### src/rtl/uart_tx_fifo.sv
// FIFO-buffered UART transmitter: valid/ready byte input, back-to-back 8N1 frames on tx.
// Define UART_TX_PARITY_EN to insert an even-parity bit after the data bits, giving 8E1 frames.
module uart_tx_fifo #(
    parameter int DEPTH_LOG2 = 4,
    parameter int STOP_BITS  = 1
) (
    input  logic                  clk,
    input  logic                  rst,
    input  logic [15:0]           baud_div,
    input  logic [7:0]            wr_data,
    input  logic                  wr_valid,
    output logic                  wr_ready,
    output logic                  tx,
    output logic                  tx_busy,
    output logic [DEPTH_LOG2:0]   fifo_count
);

    localparam int                  DEPTH     = 1 << DEPTH_LOG2;
    localparam logic [DEPTH_LOG2:0] FULL      = (DEPTH_LOG2 + 1)'(DEPTH);
    localparam logic                LAST_STOP = (STOP_BITS == 2);

`ifdef UART_TX_PARITY_EN
    typedef enum logic [2:0] {S_IDLE, S_START, S_DATA, S_PARITY, S_STOP} state_t;
`else
    typedef enum logic [1:0] {S_IDLE, S_START, S_DATA, S_STOP} state_t;
`endif

    state_t                  state, next_state;
    logic [7:0]              mem [DEPTH];
    logic [DEPTH_LOG2-1:0]   wr_ptr, rd_ptr;
    logic                    push, pop;
    logic                    fifo_nonempty;
    logic [15:0]             baud_cnt, bdiv_q;
    logic [2:0]              bit_cnt;
    logic                    stop_cnt;
    logic [7:0]              shreg;
    logic                    tx_d;
    logic                    bit_done, last_data, last_stop;
`ifdef UART_TX_PARITY_EN
    logic                    parity_q;
`endif

    // ------------------------------------------------------------------
    // FIFO
    // ------------------------------------------------------------------
    assign wr_ready      = (fifo_count != FULL);
    assign push          = wr_valid && wr_ready;
    assign fifo_nonempty = (fifo_count != '0);

    // NOTE: the storage array has no reset; pointers and count alone define which entries are valid.
    always_ff @(posedge clk) begin
        if (push)
            mem[wr_ptr] <= wr_data;
    end

    // NOTE: sequential state always uses non-blocking assignments so every flop samples pre-edge values.
    always_ff @(posedge clk or posedge rst) begin
        if (rst) begin
            wr_ptr     <= '0;
            rd_ptr     <= '0;
            fifo_count <= '0;
        end else begin
            if (push)
                wr_ptr <= wr_ptr + DEPTH_LOG2'(1);
            if (pop)
                rd_ptr <= rd_ptr + DEPTH_LOG2'(1);
            case ({push, pop})
                2'b10:   fifo_count <= fifo_count + (DEPTH_LOG2 + 1)'(1);
                2'b01:   fifo_count <= fifo_count - (DEPTH_LOG2 + 1)'(1);
                default: ;
            endcase
        end
    end

    // ------------------------------------------------------------------
    // Serializer FSM
    // ------------------------------------------------------------------
    assign bit_done  = (baud_cnt == bdiv_q);
    assign last_data = (bit_cnt == 3'd7);
    assign last_stop = (stop_cnt == LAST_STOP);
    assign tx_busy   = (state != S_IDLE);

    always_ff @(posedge clk or posedge rst) begin
        if (rst)
            state <= S_IDLE;
        else
            state <= next_state;
    end

    always_comb begin
        next_state = state;
        unique case (state)
            S_IDLE:   if (fifo_nonempty) next_state = S_START;
            S_START:  if (bit_done) next_state = S_DATA;
`ifdef UART_TX_PARITY_EN
            S_DATA:   if (bit_done && last_data) next_state = S_PARITY;
            S_PARITY: if (bit_done) next_state = S_STOP;
`else
            S_DATA:   if (bit_done && last_data) next_state = S_STOP;
`endif
            S_STOP:   if (bit_done && last_stop) next_state = fifo_nonempty ? S_START : S_IDLE;
            default:  next_state = S_IDLE;
        endcase
    end

    // NOTE: every signal driven here gets a default first, so no path can infer a latch.
    always_comb begin
        pop  = 1'b0;
        tx_d = tx;
        unique case (state)
            S_IDLE: begin
                if (fifo_nonempty) begin
                    pop  = 1'b1;
                    tx_d = 1'b0;
                end
            end
            S_START: if (bit_done) tx_d = shreg[0];
            S_DATA: begin
                if (bit_done) begin
`ifdef UART_TX_PARITY_EN
                    tx_d = last_data ? parity_q : shreg[1];
`else
                    tx_d = last_data ? 1'b1 : shreg[1];
`endif
                end
            end
`ifdef UART_TX_PARITY_EN
            S_PARITY: if (bit_done) tx_d = 1'b1;
`endif
            S_STOP: begin
                // Final stop edge chains straight into the next start bit when data is waiting.
                if (bit_done && last_stop && fifo_nonempty) begin
                    pop  = 1'b1;
                    tx_d = 1'b0;
                end
            end
            default: ;
        endcase
    end

    always_ff @(posedge clk or posedge rst) begin
        if (rst) begin
            tx       <= 1'b1;
            baud_cnt <= '0;
            bdiv_q   <= '0;
            bit_cnt  <= '0;
            stop_cnt <= 1'b0;
            shreg    <= '0;
`ifdef UART_TX_PARITY_EN
            parity_q <= 1'b0;
`endif
        end else begin
            tx <= tx_d;
            if (pop) begin
                shreg    <= mem[rd_ptr];
                bdiv_q   <= baud_div;
                baud_cnt <= '0;
                bit_cnt  <= '0;
                stop_cnt <= 1'b0;
`ifdef UART_TX_PARITY_EN
                parity_q <= ^mem[rd_ptr];
`endif
            end else begin
                baud_cnt <= (state == S_IDLE || bit_done) ? 16'd0 : baud_cnt + 16'd1;
                if (state == S_DATA && bit_done) begin
                    shreg   <= shreg >> 1;
                    bit_cnt <= bit_cnt + 3'd1;
                end
                if (state == S_STOP && bit_done)
                    stop_cnt <= ~stop_cnt;
            end
        end
    end

endmodule

### config.mk
export PLATFORM = sky130hd
export DESIGN_NAME = uart_tx_fifo
export DESIGN_NICKNAME = d
export VERILOG_FILES = /design/src/rtl/uart_tx_fifo.sv
export SDC_FILE = /design/constraint.sdc
export NUM_CORES = 1
export LEC_CHECK = 0
export BUFFER_PORTS_ARGS = -buffer_cell sky130_fd_sc_hd__buf_4
export CORE_ASPECT_RATIO = 0.75
export CORE_UTILIZATION = 60
export CTS_CLUSTER_SIZE = 40
export DETAILED_ROUTE_END_ITERATION = 12
export PLACE_DENSITY = 0.85
export REMOVE_ABC_BUFFERS = 1
export SYNTH_ARGS = -nofsm -noshare
export SYNTH_HDL_FRONTEND = slang
export SYNTH_SLANG_ARGS = --single-unit
### constraint.sdc
create_clock -name clk -period 3.77 [get_ports clk]
set_input_delay 0 -clock clk [delete_from_list [all_inputs] [get_ports clk]]
set_output_delay 0 -clock clk [all_outputs]
set_load 0.005 [all_outputs]
======== Word level (Yosys, flattened, before mapping) ========
Memories as Yosys holds them, arrays and structs flattened.
Index checks and enable logic that the tools add are counted.
cells by class
  add/sub/neg operators ................... 6
  equal/unequal tests ..................... 14
  muxes and demuxes ....................... 26
  bitwise logic cells ..................... 1
  reduce and logical (&&, ||, !) cells .... 15
operators by type and width
  cell                                                                    count
  16-bit 2-to-1 mux                                                       2
  16-bit by 1-bit adder with 16-bit output (second input constant)        1
  16-bit equality test                                                    1
  8-bit 2-to-1 mux                                                        2
  1-bit 2-to-1 mux                                                        12
  2-bit inequality test (second input constant)                           6
  5-bit case mux with 2 select lines                                      1
  4-bit by 1-bit adder with 4-bit output (second input constant)          2
  2-bit 2-to-1 mux                                                        4
  2-bit case mux with 4 select lines                                      1
  4-bit AND reduction                                                     2
  2-bit nonzero test                                                      4
  2-bit equality test (second input constant)                             3
  1-bit logical AND                                                       6
  3-bit 2-to-1 mux                                                        2
  5-bit by 1-bit adder with 5-bit output (second input constant)          1
  5-bit inequality test (second input constant)                           1
  5-bit nonzero test                                                      1
  5-bit by 1-bit subtractor with 5-bit output (second input constant)     1
  2-bit by 1-bit equality test with 1-bit output (second input constant)  2
  1-bit case mux with 4 select lines                                      1
  3-bit by 1-bit adder with 3-bit output (second input constant)          1
  3-bit equality test (second input constant)                             1
  2-bit zero test                                                         1
  3 further kinds                                                         3
word-level totals
  logic and storage cells ................. 73
  bits in registers ....................... 60
  memories ................................ 1
  memory bits (writable) .................. 128
  output and inout bits ................... 8
  bits of input ports ..................... 27
memory list
  memory  depth  width  rd ports  clocked after memory_dff  wr ports  line  RTL
  mem     16     8      1         0                         1         29    logic [7:0] mem [DEPTH];

======== Logic depth before layout (Yosys ltp) ========
Gate-level depths: netlist of run 1.
  word-level depth ........................ 7
  gate-level depth with buffers ........... 18
  gate-level depth less buffers ........... 14

======== Least setup slack after synthesis of run 1 ========
Ideal clock, no wire load.
  path kind ............................... register to register
  start ................................... register baud_cnt[6]
  end ..................................... register fifo_count[4]
  setup time .............................. 0.125 ns
  cell stages (with the launch flop) ...... 19
  setup slack ............................. 0.311 ns
  data required time ...................... 3.645 ns
  path buffers ............................ 4
  data arrival time ....................... 3.334 ns
  period minus slack after synthesis ...... 3.459 ns
  cells stage by stage .................... dfrtp_1 > buf_6 > xor2_1 > nor4_2 > and4_1 > buf_6 > a31oi_4 > nor3_4 > buf_6 > ha_1 > clkbuf_1 > xor2_1 > ha_1 > o21a_1 > o22a_1 > a21oi_1 > xor2_1 > nor2_1 > xor2_1
on the way
  longest elaborated chain between the ends .. 7
  elaborated cells between the ends (all ways) .. 9
  those cells by class .................... 3 x eq/ne; 3 x mux; 3 x reduce/logical
ends and longest elaborated chain
  what                                                                                          line  RTL
  start: declaration                                                                            33    logic [15:0] baud_cnt, bdiv_q;
  start signal: assignment                                                                      164   baud_cnt <= (state == S_IDLE || bit_done) ? 16'd0 : baud_cnt + 16'd1;
  16-bit equality test (*)                                                                      78    assign bit_done = (baud_cnt == bdiv_q);
  1-bit logical AND (*) (2 in a row)                                                            132   if (bit_done && last_stop && fifo_nonempty) begin
  1-bit 2-to-1 mux (*)                                                                          132
  1-bit case mux with 2 select lines (*)                                                        110   unique case (state)
  2-bit by 1-bit equality test with 1-bit output / 2-bit equality test (equally long branches)  67    case ({push, pop})
  5-bit case mux with 2 select lines / 2-bit nonzero test (equally long branches)               --
  end signal: assignment                                                                        68    2'b10: fifo_count <= fifo_count + (DEPTH_LOG2 + 1)'(1);
  end signal: assignment                                                                        69    2'b01: fifo_count <= fifo_count - (DEPTH_LOG2 + 1)'(1);
  end: declaration                                                                              15    output logic [DEPTH_LOG2:0] fifo_count
Every way passes the cells marked *; elsewhere a longest branch is shown, timed or not.
A chain may end at the register's enable or synchronous reset.

======== Worst setup path in the final report of run 1 ========
  start ................................... register baud_cnt[8]
  end ..................................... register fifo_count[4]
The elaborated chain is that of the path after synthesis.

==> metrics.txt, run 1 <==
P&R area growth vs syn 15.6%; 1st-iter DRT viols 367; chip height 103 microns; Worst Skew 0.0147 ns; CP max stage delay 0.44 ns; crit path kind reg -> reg; met3 GRT Util 6.10%; vias in the first global route 4377; Ports 35; post-synthesis cell type count 46; CP arrival 3.72 ns; Post-Synth XOR/XNOR Area 4.64%; cell with the most instances on the worst path xor2_1; syn avg cell area 16.8 sq um; share of the synthesized area in the top cell type 47.4%; GP Congestion 0.844; EDFF count, synth 128; Total Routing Usage GR 24.4%; DP HPWL 9510 microns; Tot Pwr 6910 uW; largest family of logic cells by synthesized area multiplexers; Synth Area in Compound Gates 2.22%; Register-to-Register Path Depth 14; DP Worst Slack 0.373 ns; multiplexer area fraction after synthesis 16.7%; DR DRC count 0; GR Overflow Total 0; grt met1 use 32.9%; post-synth top area cell edfxtp_1; CTS tree built; post-route ant nets 0; final setup vio count 0; routed len/inst 21.5 microns; Syn Inst Count 483; mapped cell area 8110 sq um; HP Class in -> async; htree depth 4; final hold vios 0; status complete, no violations; Min Clock Period, post-route 3.41 ns; Levels on crit path 14; first-pass GRT wire length 24400 microns; post-synthesis simple-gate area fraction 5.58%; Worst slew margin 37.2%; PnR worst setup slack 0.359 ns; Pleak 0.00354 uW; Clock Latency Late Sink 0.43 ns; worst-path maximum fanout 9; CTS Buf Count 17; Startpoint Class flip-flop; core area 13100 sq um; Sink Count 188; worst hold slack 0.112 ns; worst-margin pin slew 0.939 ns; clock-pin slew on the worst setup and hold paths 0.07 ns; root buffer cell clkbuf_16; worst-path cell chain xor2_1 -> nor4_1 -> and4_1 -> a31oi_4 -> nor3_4 -> ha_1 -> xor2_1 -> ha_1 -> o21a_1 -> o22a_1 -> a21oi_1 -> xor2_1 -> nor2_1 -> xor2_1; Async SR Flop Fraction 31.9%; Die X 136 microns; total wire length 15700 microns; register area share after synthesis 65.9%; largest net degree at the start of global routing 45; detailed-route via count 4322; initial antenna violation count 0; Initial Util 61.9%; Critical Path Sink Type flip-flop; row cnt 36; period utilization 90.5%; Inst Count DP 673; layout cells sized above 1 28.3%; Port Buffers 34; pwr dens 737 nW/um^2; top_reg_cell synth edfxtp_1; Post-CTS Setup Bufs 0; diodes inserted 0; flops & latches, synth 188; Final Slew Violations 0; Nets 590; Ys Warns 0; router iterations before antenna repair 5; RSZ-0062 raised after global routing no; Slowest-stage cell, CP dfrtp_1; post-layout util 71.5%; VDD IR max 0.000424 V; Worst EP required 4.08 ns; Synth area leaders edfxtp_1 (47%), dfrtp_1 (18%), mux4_2 (11%), xor2_1 (3.8%), mux2_2 (3.2%); GR peak layer met2; Layout Cells excl Fill 730; GR Layer Usage met2 39.9%; Peak Freq 293 MHz; max-cap violation count 0; worst path buffer plus inverter count 0; adder-cell share of the synthesized area 2.62%; Max Buffers Root-to-Sink 2; vias per inst 5.92; Layout fillers 765; Top delay family on crit path simple AND/OR/NAND/NOR gates; die area 14000 sq um; flop-to-flop setup slack 0.36 ns
[area by class of cell]
type / count / area (sq um) / area share [%]
multi-input combinational: 258 / 2580 / 27.5
inverter: 13 / 48.8 / 0.521
timing repair buffer: 68 / 586 / 6.25
sequential: 188 / 5350 / 57.0
clock inverter: 15 / 173 / 1.84
tap: 171 / 214 / 2.28
clock buffer: 17 / 425 / 4.54
[power breakdown]
part | total [uW] | leakage, uW | internal (uW) | switching, uW
Combinational | 2130 | 0.00135 | 1140 | 981
Clock | 1810 | 0.000287 | 950 | 863
Sequential | 2970 | 0.00190 | 2600 | 372
Total | 6910 | 0.00354 | 4690 | 2220
[routing by layer]
layer	routed length (microns)	vias up
met5	0	-
met4	241	0
met3	915	27
met2	7750	143
met1	6790	2222
li1	-	1930
[stage by stage]
stage | instance area [sq um] | setup TNS [ns]
4_1_cts | 9370 | 0
3_3_place_gp | 8520 | 0
6_report | 9370 | 0
2_1_floorplan | 7970 | -0.341
3_5_place_dp | 8520 | 0
5_1_grt | 9370 | 0
[tightest hold or removal path, cell delays in order]
cell	delay [ns]
dlygate4sd3_1	0.54
buf_4	0.14
inv_2	0.28
[logic make-up after synthesis]
family,Yosys count
muxes,77
and+or+nand+nor,96
adders and majority gates,17
AOI/OAI and AO/OA,25
DFF,188
buffers and inverters,37
xor gates and xnor gates,43
[registers in the layout, indices dropped and copies added (netlist names)]
register,flops
bit_cnt,3
fifo_count,5
mem,128
bdiv_q,16
shreg,8
baud_cnt,16
state,2
wr_ptr,4
stop_cnt,1
tx,1
rd_ptr,4
[synth_stat cells, drive strengths merged, types with 2 or more instances]
library cell / count
a21boi: 2
a21oi: 5
a31oi: 2
and3: 2
buf: 14
clkbuf: 10
dfrtp: 59
edfxtp: 128
ha: 17
inv: 13
mux2: 34
mux2i: 3
mux4: 40
nand2: 21
nand2b: 3
nand3: 7
nand4: 4
nor2: 41
nor2b: 2
nor3: 5
nor4: 5
o21a: 2
o21ai: 6
or3: 3
xnor2: 8
xor2: 35
[timing repair]
action,in CTS,in global routing
setup endpoints to repair,0,1
hold buffers,25,0
resized for setup,0,1
endpoints found under the hold margin,160,0
[cells in the final DEF (no fill, tap or decap), types with 2 or more instances in the layout]
cell type      netlist  final
edfxtp_1           128    128
nor4_1               4      3
nor2b_1              2      2
mux4_2              40     40
xnor2_1              8      8
nor3_1               4      4
inv_1               13     12
a21boi_0             2      2
clkinv_8             0      2
nand2b_1             3      3
nor4_2               1      2
clkinvlp_4           0      2
buf_4                0     42
nand2_1             20     20
ha_1                17     17
nand4_1              4      4
dfrtp_1             59     58
nand3_1              7      7
or3_1                3      3
o21ai_0              6      6
o21a_1               2      2
mux2_4              10     10
xor2_1              35     35
inv_8                0      5
nor2_1              41     41
dlygate4sd3_1        0     25
inv_6                0      3
mux2i_1              3      3
and3_1               2      2
clkbuf_16            0     17
a21oi_1              5      5
mux2_2              23     23
[path summary, 6_finish.rpt]
path,start,to
min reg2reg,bdiv_q[14]$_DFFE_PP0N_,bdiv_q[14]$_DFFE_PP0N_
min in group clk,wr_valid,wr_ptr[0]$_DFFE_PP0P_
max in group asynchronous,rst,shreg[0]$_DFFE_PP0P_
max,baud_cnt[8]$_DFF_PP0_,fifo_count[4]$_DFFE_PP0P_
max reg2reg,baud_cnt[8]$_DFF_PP0_,fifo_count[4]$_DFFE_PP0P_
min,rst,stop_cnt$_DFFE_PP0P_
Power figures use the tool's default switching activity.
==> inputs of run 2 (changes only) <==
Settings changed: ABC_AREA set to 1, ABC_CLOCK_PERIOD_IN_PS set to 3770, CTS_CLUSTER_SIZE 40 to not set.
==> run 2 against run 1 <==
Effect of this change: first-iteration DRC count rose by 98%; clock skew fell by 0.0058 ns; critical endpoint unchanged; largest power group unchanged; critical path type unchanged; maximum frequency rose by 2.2%; global-route usage rose by 1.6 points; clock power fell by 3%; hold slack improved by 0.020 ns; core utilization fell by 1.5 points; design area rose by 2.3%; total power rose by 2.8%; via count rose by 38%; synthesized area rose by 3.8%; sequential power fell by 3%.
==> metrics.txt, run 2 <==
status complete, no violations; Ports 35 (unchanged); VDD IR max 0.000498 V (+17%); Min Clock Period, post-route 3.34 ns (-0.0728 ns); CTS Buf Count 17 (unchanged); most frequent cell after synthesis nand2_1; met3 GRT Util 6.51% (+0.41 points); Die X 139 microns (+1.8%); worst-path cell chain xnor2_1 -> nand2_1 -> nor2_1 -> nand2_1 -> nor2_4 -> nand4_2 -> nand2_4 -> nand2_8 -> clkinv_4 -> ha_1 -> xor2_1 -> ha_1 -> inv_1 -> nand2_1 -> nand2_1 -> nand2_1 -> a21oi_1 -> nand2_1 -> nand2_1 -> nor2_1 -> xor2_1; Worst EP required 4.12 ns (+0.04 ns); Nets 908 (+54%); number of flip-flops in the largest register 128 (unchanged); Async SR Flop Fraction 31.9% (unchanged); GP Congestion 0.867 (+2.7%); P&R area growth vs syn 13.9%; DR DRC count 0 (unchanged); cell with the most instances on the worst path nand2_1; biggest regs mem x128, baud_cnt x16, bdiv_q x16; post-synth top area cell edfxtp_1; Final Slew Violations 0 (unchanged); pwr dens 741 nW/um^2 (+0.50%); total wire length 17600 microns (+12%); CP max stage delay 0.44 ns (about the same); crit path kind reg -> reg; post-route ant nets 0 (unchanged); Ys Warns 0 (unchanged); initial antenna violation count 0 (unchanged); Finished Cell Area 9590 sq um (+2.3%); Peak Freq 300 MHz (+2.2%); Sink Count 188 (unchanged); router iterations before antenna repair 5 (unchanged); Worst slew margin 21.1% (-16 points); detailed-route via count 5979 (+38%); row cnt 37 (+2.8%); setup_tns 0 ns (unchanged); Port Buffers 34 (unchanged); htree depth 4 (unchanged); final hold vios 0 (unchanged); share of the synthesized area in the top cell type 45.7% (-1.7 points); Inst Count DP 994 (+48%); EDFF count, synth 128 (unchanged); r2r endpoint fifo_count[4]$_DFFE_PP0P_; Startpoint Class flip-flop; flop-to-flop setup slack 0.43 ns (+0.07 ns); Initial Util 61.4% (-0.44 points); commonest non-fill, non-tap cell in the layout nand2_1; final setup vio count 0 (unchanged); Worst Skew 0.00890 ns (-0.00576 ns); Multi-input gate area 2700 sq um (+4.7%); HP Class in -> async; worst-path maximum fanout 37 (+28); max-cap violation count 0 (unchanged); largest net degree at the start of global routing 68 (+51%); GR Overflow Total 0 (unchanged); top_reg_cell synth edfxtp_1; Synth area leaders edfxtp_1 (46%), dfrtp_1 (18%), nand2_1 (8.6%), nor2_1 (5.3%), o21ai_0 (4.4%); Pleak 0.00381 uW (+7.7%); Max Buffers Root-to-Sink 2 (unchanged); FF-to-FF Start baud_cnt[11]$_DFF_PP0_; Register-to-Register Path Depth 21 (+7); first-pass GRT wire length 28800 microns (+18%); Slowest-stage cell, CP dfrtp_1; CTS tree built; Tot Pwr 7100 uW (+2.8%); syn avg cell area 10.4 sq um (-38%); worst path buffer plus inverter count 2 (+2); grt met1 use 39.1% (+6.2 points); chip height 105 microns (+1.8%); layout cells sized above 1 9.92% (-18 points); Largest Register mem; Syn Inst Count 813 (+68%); Top delay family on crit path simple AND/OR/NAND/NOR gates; register area 5350 sq um (unchanged); core area 13700 sq um (+4.5%); root buffer cell clkbuf_16; worst-margin pin slew 1.18 ns (+0.245 ns); 1st-iter DRT viols 727 (+98%); worst hold slack 0.132 ns (+0.0200 ns); flops & latches, synth 188 (unchanged); Total Routing Usage GR 26.0% (+1.6 points); RSZ-0062 raised after global routing no; die area 14500 sq um (+3.7%); Layout Cells excl Fill 1052 (+44%); most frequent cells in the layout nand2_1 (193), edfxtp_1 (128), nor2_1 (118); period utilization 88.6% (-1.9 points); placement-stage cell area 8750 sq um (+2.8%); list of most frequent post-synthesis cells nand2_1 (193), edfxtp_1 (128), nor2_1 (118), o21ai_0 (74), dfrtp_1 (59); DP HPWL 11000 microns (+15%); register area share after synthesis 63.5% (-2.4 points); Clock Latency Late Sink 0.43 ns (about the same); GR peak layer met1; GR Layer Usage met2 37.5% (-2.4 points); CP arrival 3.69 ns (-0.03 ns); Critical Path Sink Type flip-flop; post-synthesis cell type count 39 (-15%); vias in the first global route 5720 (+31%); clock-pin slew on the worst setup and hold paths 0.07 ns (about the same); routed len/inst 16.7 microns (-22%); mapped cell area 8420 sq um (+3.8%); Layout fillers 926 (+21%); diodes inserted 0 (unchanged); vias per inst 5.68 (-4.0%)
[run 2: cell types whose count changed after synthesis, sizes merged, moves of 9 or more]
cell / previous run / this run
nor2: 41 / 120
mux4: 40 / 0
xor2: 35 / 11
nand3: 7 / 32
nand2: 21 / 200
o211ai: 0 / 14
xnor2: 8 / 17
a21oi: 5 / 14
inv: 13 / 45
o21ai: 6 / 78
mux2: 34 / 0
o22ai: 1 / 16
[run 2: timing repair]
action,CTS,global route
endpoints found under the hold margin,166,0
hold buffers,26,0
setup endpoints to repair,0,0
buffers inserted,0,0
resized for setup,0,0
[run 2: tightest hold or removal path, cell delays in order]
cell and delay, ns:
dlygate4sd3_1 0.53, buf_4 0.13, inv_2 0.34
[run 2: how the worst max path moves through the flow]
stage / start / end / depth (start not counted)
2_1_floorplan: rd_ptr[0]$_DFFE_PP0N_ / shreg[4]$_DFFE_PP0P_ / 9
3_3_place_gp: state[0]$_DFFE_PP0P_ / fifo_count[4]$_DFFE_PP0P_ / 17
3_5_place_dp: baud_cnt[11]$_DFF_PP0_ / fifo_count[4]$_DFFE_PP0P_ / 21
4_1_cts: baud_cnt[11]$_DFF_PP0_ / fifo_count[4]$_DFFE_PP0P_ / 21
5_1_grt: baud_cnt[12]$_DFF_PP0_ / fifo_count[4]$_DFFE_PP0P_ / 21
6_report: baud_cnt[11]$_DFF_PP0_ / fifo_count[4]$_DFFE_PP0P_ / 21
[run 2: routing by layer]
layer / up-vias / wire (microns)
met5: - / 0
met4: 0 / 233
li1: 2852 / -
met3: 31 / 1310
met1: 2852 / 8140
met2: 244 / 7880
[run 2: stage by stage]
step	util [%]	worst slack (ns)
CTS	70.0	0.463
global route	70.0	0.0671
floorplan	-	0.695
global placement	63.9	0.593
finish	70.0	0.431
detailed placement	63.9	0.471
[run 2: kinds of logic (layout without fill, tap and decap cells)]
| kind of cell | count (synthesis) | count (layout) | synth area share, % |
|---|---|---|---|
| flops | 188 | 188 | 63.5 |
| compound gates | 125 | 125 | 8.16 |
| xor+xnor | 28 | 28 | 3.00 |
| fa+ha+maj | 17 | 17 | 2.53 |
| simple gates | 374 | 374 | 18.4 |
| buf+inv | 81 | 145 | 4.40 |
[run 2: layout make-up]
cell class / instances / share of cell area (%)
sequential: 188 / 55.8
multi-input combinational: 544 / 28.2
timing repair buffer: 64 / 5.82
clock buffer: 19 / 4.51
tap: 175 / 2.28
inverter: 49 / 1.97
clock inverter: 13 / 1.50
[run 2: where the power goes]
group / switching [uW] / internal [uW] / leakage (uW) / total [uW]
combinational: 1650 / 831 / 0.00163 / 2480
sequential: 283 / 2590 / 0.00191 / 2880
clock: 769 / 982 / 0.000275 / 1750
